===== src/rtl/freq_meter_pkg.sv =====
// Shared constants and types for the frequency meter: pin map, byte-select
// encodings and the layout of the status readout byte.
package freq_meter_pkg;

  localparam int unsigned CNT_W    = 24;
  localparam int unsigned SEQ_W    = 5;
  localparam int unsigned SEL_W    = 2;
  localparam int unsigned BYTE_W   = 8;

  // ui_in bit positions
  localparam int unsigned UI_SIG     = 0;
  localparam int unsigned UI_ACK     = 1;
  localparam int unsigned UI_RUN     = 2;
  localparam int unsigned UI_HOLD    = 5;
  localparam int unsigned UI_SEL_LSB = 6;

  // uio_out bit positions
  localparam int unsigned UIO_VALID = 0;
  localparam int unsigned UIO_OVF   = 1;
  localparam int unsigned UIO_TICK  = 2;
  localparam logic [7:0]  UIO_OE    = 8'h07;

  // Status byte bit positions (must agree with status_t below)
  localparam int unsigned ST_VALID   = 0;
  localparam int unsigned ST_OVF     = 1;
  localparam int unsigned ST_MISSED  = 2;
  localparam int unsigned ST_SEQ_LSB = 3;

  typedef enum logic [SEL_W-1:0] {
    SEL_B0     = 2'b00,
    SEL_B1     = 2'b01,
    SEL_B2     = 2'b10,
    SEL_STATUS = 2'b11
  } sel_e;

  typedef struct packed {
    logic [SEQ_W-1:0] seq;
    logic             missed;
    logic             ovf;
    logic             valid;
  } status_t;

endpackage


===== src/rtl/sync_edge_det.sv =====
// Two-flop synchronizer followed by a previous-sample flop; emits a one-cycle
// pulse on each synchronized rising edge of an asynchronous input.
module sync_edge_det (
  input  logic clk,
  input  logic rst_n,
  input  logic d,
  output logic rise_c
);
  import freq_meter_pkg::*;

  logic s1_q;
  logic s2_q;
  logic prev_q;

  always_ff @(posedge clk) begin
    if (!rst_n) begin
      s1_q   <= 1'b0;
      s2_q   <= 1'b0;
      prev_q <= 1'b0;
    end else begin
      s1_q   <= d;
      s2_q   <= s1_q;
      prev_q <= s2_q;
    end
  end

  assign rise_c = s2_q & ~prev_q;

endmodule


===== src/rtl/tt_um_freq_meter_shivam.sv =====
// Gated edge-rate meter: counts synchronized rising edges over a fixed window
// and latches each window's count for byte-wise host readout.
module tt_um_freq_meter_shivam #(
  parameter int unsigned GATE_CYCLES = 10000,
  parameter int unsigned CNT_W       = 24
) (
  input  logic       clk,
  input  logic       rst_n,
  input  logic [7:0] ui_in,
  output logic [7:0] uo_out,
  input  logic [7:0] uio_in,
  output logic [7:0] uio_out,
  output logic [7:0] uio_oe,
  input  logic       ena
);
  import freq_meter_pkg::*;

  localparam int unsigned G_W    = $clog2(GATE_CYCLES);
  localparam logic [G_W-1:0] G_LAST = G_W'(GATE_CYCLES - 1);

  logic sig_rise_c;
  logic ack_rise_c;
  logic run;
  logic hold;
  sel_e sel;

  assign run  = ui_in[UI_RUN];
  assign hold = ui_in[UI_HOLD];
  assign sel  = sel_e'(ui_in[UI_SEL_LSB +: SEL_W]);

  logic unused_c;
  assign unused_c = ^{ui_in[4:3], uio_in, ena};

  sync_edge_det u_sig_sync (
    .clk    (clk),
    .rst_n  (rst_n),
    .d      (ui_in[UI_SIG]),
    .rise_c (sig_rise_c)
  );

  sync_edge_det u_ack_sync (
    .clk    (clk),
    .rst_n  (rst_n),
    .d      (ui_in[UI_ACK]),
    .rise_c (ack_rise_c)
  );

  logic [G_W-1:0]   g_q, g_d;
  logic [CNT_W-1:0] edge_cnt_q, edge_cnt_d;
  logic             sat_q, sat_d;
  logic [CNT_W-1:0] result_q, result_d;
  logic             ovf_q, ovf_d;
  logic             valid_q, valid_d;
  logic             missed_q, missed_d;
  logic [SEQ_W-1:0] seq_q, seq_d;
  logic             tick_q, tick_d;

  logic             close_c;
  logic             cnt_ovf_c;
  logic             win_sat_c;
  logic [CNT_W-1:0] cnt_sum_c;

  // Saturating count including any pulse arriving this cycle
  always_comb begin
    close_c   = run && (g_q == G_LAST);
    cnt_ovf_c = sig_rise_c && (&edge_cnt_q);
    cnt_sum_c = cnt_ovf_c ? edge_cnt_q : edge_cnt_q + CNT_W'(sig_rise_c);
    win_sat_c = sat_q | cnt_ovf_c;
  end

  // Next-state: gate counter, edge counter, result and flags
  always_comb begin
    g_d        = g_q;
    edge_cnt_d = edge_cnt_q;
    sat_d      = sat_q;
    result_d   = result_q;
    ovf_d      = ovf_q;
    valid_d    = valid_q;
    missed_d   = missed_q;
    seq_d      = seq_q;
    tick_d     = 1'b0;

    if (!run) begin
      g_d        = '0;
      edge_cnt_d = '0;
      sat_d      = 1'b0;
    end else if (close_c) begin
      g_d        = '0;
      edge_cnt_d = '0;
      sat_d      = 1'b0;
      tick_d     = 1'b1;
    end else begin
      g_d        = g_q + G_W'(1);
      edge_cnt_d = cnt_sum_c;
      sat_d      = win_sat_c;
    end

    if (ack_rise_c) begin
      valid_d  = 1'b0;
      missed_d = 1'b0;
    end

    // A close in the same cycle as an ack takes precedence over the clear
    if (close_c) begin
      if (hold) begin
        missed_d = 1'b1;
      end else begin
        result_d = cnt_sum_c;
        ovf_d    = win_sat_c;
        valid_d  = 1'b1;
        seq_d    = seq_q + SEQ_W'(1);
      end
    end
  end

  always_ff @(posedge clk) begin
    if (!rst_n) begin
      g_q        <= '0;
      edge_cnt_q <= '0;
      sat_q      <= 1'b0;
      result_q   <= '0;
      ovf_q      <= 1'b0;
      valid_q    <= 1'b0;
      missed_q   <= 1'b0;
      seq_q      <= '0;
      tick_q     <= 1'b0;
    end else begin
      g_q        <= g_d;
      edge_cnt_q <= edge_cnt_d;
      sat_q      <= sat_d;
      result_q   <= result_d;
      ovf_q      <= ovf_d;
      valid_q    <= valid_d;
      missed_q   <= missed_d;
      seq_q      <= seq_d;
      tick_q     <= tick_d;
    end
  end

  status_t status_c;
  assign status_c = '{seq: seq_q, missed: missed_q, ovf: ovf_q, valid: valid_q};

  // Readout mux follows the select pins in the same cycle
  always_comb begin
    uo_out = '0;
    case (sel)
      SEL_B0:     uo_out = result_q[7:0];
      SEL_B1:     uo_out = result_q[15:8];
      SEL_B2:     uo_out = result_q[23:16];
      SEL_STATUS: uo_out = status_c;
      default:    uo_out = '0;
    endcase
  end

  always_comb begin
    uio_out            = '0;
    uio_out[UIO_VALID] = valid_q;
    uio_out[UIO_OVF]   = ovf_q;
    uio_out[UIO_TICK]  = tick_q;
  end

  assign uio_oe = UIO_OE;

endmodule


===== config.mk =====
export PLATFORM = sky130hd
export DESIGN_NAME = tt_um_freq_meter_shivam
export DESIGN_NICKNAME = d
export VERILOG_FILES = /design/src/rtl/freq_meter_pkg.sv /design/src/rtl/sync_edge_det.sv /design/src/rtl/tt_um_freq_meter_shivam.sv
export SDC_FILE = /design/constraint.sdc
export NUM_CORES = 1
export LEC_CHECK = 0
export ABC_AREA = 1
export CORE_ASPECT_RATIO = 0.8
export CORE_MARGIN = 2
export CORE_UTILIZATION = 50
export DETAILED_ROUTE_END_ITERATION = 10
export HOLD_SLACK_MARGIN = 0.12
export PLACE_DENSITY = 0.82
export SLEW_MARGIN = 25
export SYNTH_ARGS = -nofsm -noshare
export SYNTH_HDL_FRONTEND = slang
export SYNTH_SLANG_ARGS = --single-unit

===== constraint.sdc =====
create_clock -name clk -period 2.4 [get_ports clk]
set_input_delay 0.24 -clock clk [delete_from_list [all_inputs] [get_ports clk]]
set_output_delay 0.24 -clock clk [all_outputs]
set_load 0.005 [all_outputs]

==> run_results.csv <==
group,metric,value,unit
power_and_ir_drop,peakVddDrop,0.000547,V
die,die_area,8800,um2
cts,h-tree-depth,3,
timing,layout_min_cycle_time,2.16,ns
route,first_iter_violations,284,
yosys,ys_types,33,
timing,fin_crit_sh,89.9,%
cts,path_clk_slew,0.07,ns
die,die_x,104,um
global_routing,antenna_found_initial,0,
setup_path,path_cells,"clkdlybuf4s50_1, nand2_1, inv_1, nand2_1, a22oi_1, clkdlybuf4s50_1",
global_routing,grt_overflow,0,
timing,fin_setup_tns,0,ns
setup_path,cp_data_arrival_time,1.92,ns
layout,drive_gt1_share,6.48,%
layout,synthToLayoutAreaGrowth,10.8,%
setup_path,slowest_stage,"clkdlybuf4s50_1",
setup_path,critPathCaptureType,"output pin",
route,drcViolationCount,0,
cts,cts_root_buffer,"clkbuf_8",
route,avgViaCountPerCell,5.22,
placement,portBuffers,18,
timing,rsz0062_at_grt,"no",
global_routing,grt_use_total,22.9,%
die,pin_count,43,
global_routing,grt_pass1_vias,3374,
route,ant_nets,0,
placement,routabilityCongestion,0.926,
placement,hpwl,6980,um
yosys,syn_avg_cell_area,6.76,um2
global_routing,grt_max_degree,32,
run_status,status,"completed",
route,wl,9580,um
cts,clk_latency,0.36,ns
die,num_rows,29,
power_and_ir_drop,power.leakage,1.81,nW
layout,finalNetCount,637,
setup_path,slowest_delay,0.54,ns
cts,cts_resized,0,
global_routing,grt_first_pass_wirelength,15800,um
yosys,ys_seq_area_share,38.7,%
die,start_util,51.2,%
power_and_ir_drop,power_density,554,nW/um2
timing,setup_violations,0,
min_path,min_path_type,"input port to flop",
job,maxCapViolations,0,
setup_path,critPathKind,"input port to output pin",
timing,tightest_slew,0.564,ns
layout,antennaDiodeCount,0,
timing,fin_worst_skew,0.00511,ns
die,coreArea,7870,um2
timing,max_slew_margin,62.3,%
yosys,yosys_warnings,0,
cts,clockBufferDepth,2,
cts,numCtsBuffers,9,
die,die_h,84.3,um
timing,fmax,464,MHz
cts,hold_buffers,0,
route,dr.pass1.iters,5,
cts,postCtsSetupRepairBufs,0,
yosys,postSynthCellCount,596,
yosys,ys_ff_latch,78,
setup_path,required,2.16,ns
cts,numClockSinks,78,
setup_path,start_kind,"input port",
yosys,synth_area,4030,um2
placement,dp_cells,711,
route,vias,3783,
cts,tritoncts,"yes",
timing,maxSlewViolCount,0,
route,wl_per_cell,13.2,um
layout,fin_cells,725,
setup_path,crit_fanout,5,
timing,finalHoldViolations,0,
==> where the power goes <==
group,internal (mW),leakage [nW],switching (mW)
Clock,0.633,0.111,0.461
Sequential,1.30,0.629,0.00284
Combinational,0.0294,1.07,0.0514
==> worst max-delay path: cells and delay by family <==
family / cells / cell delay [ns]
AO/OA/AOI/OAI: 1 / 0.23
buffers and inverters: 3 / 1.21
AND/OR/NAND/NOR: 2 / 0.23
==> layer usage <==
layer | GRT usage [%] | part of all wire [%]
met1 | 30.1 | 45
met2 | 36.3 | 45
met3 | 6.13 | 8.0
met5 | 0 | 0
met4 | 8.11 | 2.1
==> registers in the layout (all words and copies together) (netlist names) <==
register and flops:
edge_cnt_q 24, g_q 14, missed_q 1, ovf_q 1, result_q 24, sat_q 1, seq_q 5, tick_q 1
u_ack_sync.prev_q 1, u_ack_sync.s1_q 1, u_ack_sync.s2_q 1, u_sig_sync.prev_q 1, u_sig_sync.s1_q 1, u_sig_sync.s2_q 1, valid_q 1
==> worst paths after layout <==
kind | slack, ns | from | end | cells past startpoint
hold reg to reg | 0.43 | u_sig_sync.s1_q | u_sig_sync.s2_q | 2
hold / removal | 0.42 | ui_in[0] | u_sig_sync.s1_q | 3
setup / recovery | 0.24 | ui_in[6] | uo_out[6] | 6
setup reg to reg | 0.27 | g_q[0] | edge_cnt_q[16] | 9
==> metrics by stage <==
step	total power [mW]	hold slack, ns	utilization (%)	instance area, um2	worst slack, ns
after CTS	2.49	0.405	56.7	4470	0.270
after global routing	2.55	0.425	56.7	4470	0.0593
after detailed placement	1.41	0.410	53.9	4250	0.185
after floorplan	1.39	0.338	-	4070	0.611
after global placement	1.41	0.396	53.9	4250	0.256
final	2.48	0.418	56.7	4470	0.243
==> cell type report <==
cell class	instances	area (um2)
Clock buffer	11	151
Clock inverter	3	68.8
Inverter	96	360
Multi-Input combinational cell	401	1920
Sequential cell	78	1560
Tap cell	108	135
Timing Repair Buffer	28	268
Fill cell	739	3410
==> kinds of logic after synthesis <==
kind of cell,after synthesis,synth area share (%)
buf+inv,128,14.6
other cells,2,0.186
fa+ha+maj,4,1.24
xor+xnor,11,2.39
compound gates,74,10.3
simple gates,299,32.5
flops,78,38.7
==> cell usage after synthesis <==
library cell  number  area, um2
buf_2              8       40.0
o2111ai_1          4       35.0
xnor2_1            7       61.3
buf_1              1       3.75
nand2_1          139        522
nand3_2            1       10.0
o21ai_0           19       95.1
dfxtp_1           78       1560
nor2_1            80        300
a31oi_1            3       18.8
clkbuf_1           2       7.51
a221oi_1           2       17.5
buf_4             16        120
conb_1             2       7.51
inv_2              2       7.51
nor3_1             9       45.0
or2_2              1       6.26
clkinv_1           1       3.75
nor2_4             2       22.5
nor2_8             2       40.0
o21ai_1            7       35.0
nand2_4            2       22.5
nand3_1           45        225
a21oi_2            4       35.0
nand4_1           13       81.3
xor2_1             4       35.0
nor2_2             2       12.5
buf_6              5       56.3
a22oi_1            2       15.0
ha_1               4       50.1
nor3b_1            3       22.5
inv_1             93        349
a21oi_1           33        165
==> cell usage in the layout (no fill, tap or decap), types with 7 or more instances in the layout <==
master and count:
a21oi_1 33, buf_4 9, clkbuf_8 11, clkdlybuf4s50_1 18
conb_1 13, dfxtp_1 78, inv_1 93, nand2_1 139
nand3_1 45, nand4_1 13, nor2_1 80, nor3_1 9
o21ai_0 19, o21ai_1 7, xnor2_1 7
Power figures use the tool's default switching activity.
